File: src/rtl/vote_pkg.sv
// Types and constants shared by the vote input conditioner and the downstream voting_machine.
package vote_pkg;

  localparam int NUM_CAND = 4;
  localparam int IDX_W    = $clog2(NUM_CAND);

  typedef enum logic [2:0] {
    IDLE,
    ARMING,
    WAIT_RELEASE,
    REJECT,
    LOCKOUT
  } vote_state_t;

  typedef logic [NUM_CAND-1:0] vote_onehot_t;

  // Index of the set bit; only meaningful when exactly one bit is set.
  function automatic logic [IDX_W-1:0] onehot_index(input vote_onehot_t v);
    logic [IDX_W-1:0] idx;
    idx = '0;
    for (int i = 0; i < NUM_CAND; i++) begin
      if (v[i]) idx = IDX_W'(i);
    end
    return idx;
  endfunction

endpackage

File: src/rtl/vote_sync.sv
// Single-bit multi-flop synchronizer for one raw, asynchronous button input.
module vote_sync #(
  parameter int STAGES = 2
) (
  input  logic clk,
  input  logic rst,
  input  logic d,
  output logic q
);

  logic [STAGES-1:0] sync_q, sync_d;

  always_comb begin
    sync_d = {sync_q[STAGES-2:0], d};
  end

  always_ff @(posedge clk or posedge rst) begin
    if (rst) sync_q <= '0;
    else     sync_q <= sync_d;
  end

  assign q = sync_q[STAGES-1];

endmodule

File: src/rtl/vote_input_conditioner.sv
// Turns four raw candidate buttons into clean one-cycle vote pulses (hold qualify, reject, lockout).
// Optional feature: define VOTE_REJECT_CNT_EN to add a saturating reject_count output.
module vote_input_conditioner
  import vote_pkg::*;
#(
  parameter int SYNC_STAGES    = 2,
  parameter int HOLD_CYCLES    = 10,
  parameter int LOCKOUT_CYCLES = 4
) (
  input  logic       clk,
  input  logic       rst,
  input  logic       mode,
  input  logic       button1,
  input  logic       button2,
  input  logic       button3,
  input  logic       button4,
  output logic [3:0] vote,
  output logic       reject,
  output logic       busy
`ifdef VOTE_REJECT_CNT_EN
  ,
  output logic [7:0] reject_count
`endif
);

  localparam logic [7:0] HOLD_C = 8'(HOLD_CYCLES);
  localparam logic [7:0] LOCK_C = 8'(LOCKOUT_CYCLES);

  vote_onehot_t     raw_btn, sb, cap_mask;
  vote_state_t      state_q, state_d;
  logic [7:0]       cnt_q, cnt_d;
  logic [IDX_W-1:0] idx_q, idx_d;
  vote_onehot_t     vote_q, vote_d;
  logic             reject_q, reject_d;
  logic             busy_q, busy_d;

  assign raw_btn = {button4, button3, button2, button1};

  generate
    for (genvar gi = 0; gi < NUM_CAND; gi++) begin : g_sync
      vote_sync #(.STAGES(SYNC_STAGES)) u_sync (
        .clk (clk),
        .rst (rst),
        .d   (raw_btn[gi]),
        .q   (sb[gi])
      );
    end
  endgenerate

  always_comb begin
    cap_mask        = '0;
    cap_mask[idx_q] = 1'b1;
  end

  // One counter serves both the hold qualification and the lockout idle count.
  always_comb begin
    state_d  = state_q;
    cnt_d    = cnt_q;
    idx_d    = idx_q;
    vote_d   = '0;
    reject_d = 1'b0;
    unique case (state_q)
      IDLE: begin
        if (!mode) begin
          if ($countones(sb) == 1) begin
            state_d = ARMING;
            idx_d   = onehot_index(sb);
            cnt_d   = 8'd1;
          end else if (sb != '0) begin
            state_d  = REJECT;
            reject_d = 1'b1;
          end
        end
      end
      ARMING: begin
        if (mode) begin
          state_d = WAIT_RELEASE;
          cnt_d   = 8'd0;
        end else if ((sb & ~cap_mask) != '0) begin
          state_d  = REJECT;
          reject_d = 1'b1;
          cnt_d    = 8'd0;
        end else if (cnt_q == HOLD_C) begin
          vote_d  = cap_mask;
          state_d = WAIT_RELEASE;
          cnt_d   = 8'd0;
        end else if (!sb[idx_q]) begin
          state_d = IDLE;
          cnt_d   = 8'd0;
        end else begin
          cnt_d = cnt_q + 8'd1;
        end
      end
      WAIT_RELEASE, REJECT: begin
        if (sb == '0) begin
          state_d = LOCKOUT;
          cnt_d   = 8'd0;
        end
      end
      LOCKOUT: begin
        if (sb != '0) begin
          cnt_d = 8'd0;
        end else if (cnt_q + 8'd1 >= LOCK_C) begin
          state_d = IDLE;
          cnt_d   = 8'd0;
        end else begin
          cnt_d = cnt_q + 8'd1;
        end
      end
      default: begin
        state_d = IDLE;
        cnt_d   = 8'd0;
      end
    endcase
    busy_d = (state_d != IDLE);
  end

  always_ff @(posedge clk or posedge rst) begin
    if (rst) begin
      state_q  <= IDLE;
      cnt_q    <= 8'd0;
      idx_q    <= '0;
      vote_q   <= '0;
      reject_q <= 1'b0;
      busy_q   <= 1'b0;
    end else begin
      state_q  <= state_d;
      cnt_q    <= cnt_d;
      idx_q    <= idx_d;
      vote_q   <= vote_d;
      reject_q <= reject_d;
      busy_q   <= busy_d;
    end
  end

  assign vote   = vote_q;
  assign reject = reject_q;
  assign busy   = busy_q;

`ifdef VOTE_REJECT_CNT_EN
  logic [7:0] rej_cnt_q, rej_cnt_d;

  always_comb begin
    rej_cnt_d = rej_cnt_q;
    if (reject_d && (rej_cnt_q != 8'hFF)) rej_cnt_d = rej_cnt_q + 8'd1;
  end

  always_ff @(posedge clk or posedge rst) begin
    if (rst) rej_cnt_q <= 8'd0;
    else     rej_cnt_q <= rej_cnt_d;
  end

  assign reject_count = rej_cnt_q;
`endif

endmodule

File: config.mk
export PLATFORM = sky130hd
export DESIGN_NAME = vote_input_conditioner
export DESIGN_NICKNAME = d
export VERILOG_FILES = /design/src/rtl/vote_pkg.sv /design/src/rtl/vote_sync.sv /design/src/rtl/vote_input_conditioner.sv
export SDC_FILE = /design/constraint.sdc
export NUM_CORES = 1
export LEC_CHECK = 0
export ABC_AREA = 1
export CORE_AREA = 2 2 61 63
export CTS_BUF_LIST = sky130_fd_sc_hd__clkbuf_16
export CTS_CLUSTER_SIZE = 25
export DETAILED_ROUTE_END_ITERATION = 10
export DIE_AREA = 0 0 63 65
export SLEW_MARGIN = 20
export SYNTH_ARGS = -nofsm -noshare
export SYNTH_HDL_FRONTEND = slang
export SYNTH_HIERARCHICAL = 1
export SYNTH_SLANG_ARGS = --single-unit
File: constraint.sdc
create_clock -name clk -period 2.4 [get_ports clk]
set_input_delay 0.24 -clock clk [delete_from_list [all_inputs] [get_ports clk]]
set_output_delay 0.24 -clock clk [all_outputs]
set_load 0.03 [all_outputs]
==> impl_metrics.csv <==
group,metric,value,unit
clock_network,htreeDepth,1,
job,maxCapViolCount,0,
route,ant_nets,0,
route,routed_wl,2910,microns
timing,setup_violations,0,
die,die_w,63,microns
timing,tightestPinTransition,0.722,ns
final_layout,layout-drive-gt1-share,0.125,
synthesis,ys_ff_latch,27,
worst_setup_path,critical_path.max_fanout,3,
final_layout,final_nets,230,
clock_network,clkSinkCount,27,
route,drc,0,
final_layout,fill_cells,355,
worst_setup_path,cp.arrival,2.44,ns
timing,skew,0.00239,ns
placed_design,pre_cts_slack,0.0369,ns
timing,hold_ws,0.244,ns
timing,drv_slew,0,
synthesis,synth_top_area_frac,0.454,
synthesis,syn-num-nets,210,
grt,antenna_found_initial,0,
route,via_per_inst,4.76,
timing,tns,0,ns
clock_network,cts.clk_slew.worst_paths,0.06,ns
final_layout,multi_input_area,692,sq um
timing,slew_headroom,0.518,
clock_network,clock_latency,0.26,ns
final_layout,mostFrequentLayoutCell,"nand2_1",
timing,grt_setup_unrepaired,"true",
grt,globalRouteOverflowTotal,0,
pwr,p_leak,0.919,nW
synthesis,synthCells,197,
synthesis,synthTopCellsByArea,"dfrtp_1 45%, nand2_1 17%, inv_1 8.1%, nor2_1 4.8%, ha_1 4.2%",
synthesis,yosysSeqAreaShare,0.454,
worst_setup_path,criticalPathCategory,"reg -> reg",
pwr,p_per_area,778,nW/um^2
grt,grt_max_degree,20,
clock_network,cts_root_buf,"clkbuf_16",
route,vias,1256,
clock_network,clock_path_buffers,2,
synthesis,synth_warnings,6,
worst_setup_path,start_kind,"flop",
die,fp.dieH,65,microns
placed_design,io_buffer_count,12,
timing,fin_crit,2.30,ns
grt,track_usage,0.161,
route,drt_iter0_drc,113,
die,num_io_pins,13,
die,die-area,4100,sq um
synthesis,synth.avg_cell_area,7.55,sq um
timing,final_hold_viol_count,0,
die,initial_core_util,0.426,
die,row_count,22,
clock_network,ctsHoldBuffers,0,
pwr,vdd_ir_drop_max,475,uV
status,outcome,"completed",
final_layout,synthToLayoutAreaGrowth,19.5,%
worst_setup_path,endpoint_kind,"flop",
worst_hold_path,hold_path_class,"in -> async",
synthesis,synth_cell_types,22,
final_layout,diodes,0,
placed_design,gp_congestion,0.846,
clock_network,cts_tree,"done",
worst_setup_path,cp-startpoint,"g_sync[0].u_sync/sync_q[1]",
timing,period_share,0.958,
final_layout,seq_area,676,sq um
timing,timing.fmax,435,MHz
synthesis,synth_area,1490,sq um
synthesis,synth_area_leader_cell,"dfrtp_1",
worst_setup_path,reg2reg_from,"g_sync[0].u_sync/sync_q[1]",
final_layout,final_cell_mix,"66 x nand2_1, 31 x inv_1, 27 x dfrtp_1, 18 x nor2_1, 12 x clkdlybuf4s50_1",
clock_network,cts_buffers,3,
placed_design,hpwl,2370,microns
worst_setup_path,worst_ep_required_time,2.54,ns
timing,fin_ws,0.101,ns
die,core_region_area,3500,sq um
route,drtPass1Iterations,4,
route,wl_per_cell,11.0,microns
worst_setup_path,reg2reg_depth,13,
grt,grt_pass1_vias,1206,
grt,grt_pass1_wl,5080,microns
worst max-delay path, cell delays in order (launching register included):
cell	delay, ns
dfrtp_1	0.38
inv_1	0.09
fa_1	0.53
inv_1	0.04
ha_1	0.17
ha_1	0.28
nor2_2	0.12
nand2_1	0.10
nand2_1	0.10
nor2_1	0.05
nor2_1	0.11
nand2_2	0.07
nor2_2	0.09
nand3_1	0.07
final cells by class:
class | count | area share
multi-input combinational | 136 | 0.389
clock inverter | 1 | 0.00281
timing repair buffer | 15 | 0.0802
clock buffer | 3 | 0.0422
tap | 48 | 0.0338
inverter | 34 | 0.0718
sequential | 27 | 0.380
final timing paths:
path	end	slack, ns
setup / recovery	busy	0.10
hold / removal	g_sync[1].u_sync/sync_q[1]	0.24
setup reg to reg	busy	0.10
hold reg to reg	g_sync[0].u_sync/sync_q[1]	0.35
max in group asynchronous	cnt_q[4]	1.42
min in group clk	g_sync[0].u_sync/sync_q[1]	0.35
per-layer routing:
layer  track usage  up-vias  share of wire
li1              -      643              -
met1         0.188      582           0.42
met2         0.281       22           0.53
met3        0.0313        9          0.027
met4        0.0806        0          0.026
met5             0        -              0
state kept, by name, summed over array words and instances (netlist names):
register,count
reject,1
cnt_q,8
idx_q,2
state_q,3
g_sync.u_sync/sync_q,8
vote,4
busy,1
cells by family after synthesis:
kind of cell / share of synthesized area
AOI/OAI and AO/OA: 0.0563
and+or+nand+nor: 0.348
buffers and inverters: 0.0858
adders and majority gates: 0.0555
DFF: 0.454
cells in the mapped netlist (all sizes together):
master / instances
dfrtp: 27
o21ai: 7
inv: 34
nand4: 3
fa: 1
nor2: 26
nand3: 13
a21oi: 3
o22ai: 3
or2: 1
nand2: 70
nor3: 4
ha: 5
power breakdown:
group          switching [mW]  leakage [nW]  total [mW]  internal (mW)
Clock                   0.139        0.0409       0.363          0.224
Combinational           0.270         0.534       0.428          0.158
Sequential             0.0780         0.344       0.592          0.514
Total                   0.487         0.919        1.38          0.896
through the flow:
stage | util | power [mW] | instance area (sq um) | cells
global placement | 0.477 | 1.00 | 1670 | 257
detailed placement | 0.477 | 1.01 | 1670 | 257
finish | 0.509 | 1.38 | 1780 | 264
global route | 0.509 | 1.50 | 1780 | 264
floorplan | - | 0.902 | 1490 | 197
CTS | 0.500 | 1.39 | 1750 | 261
repair_timing:
item	CTS	global route
setup buffers	0	3
endpoints found under the setup margin	0	10
resized for setup	0	3
Power figures use the tool's default switching activity.
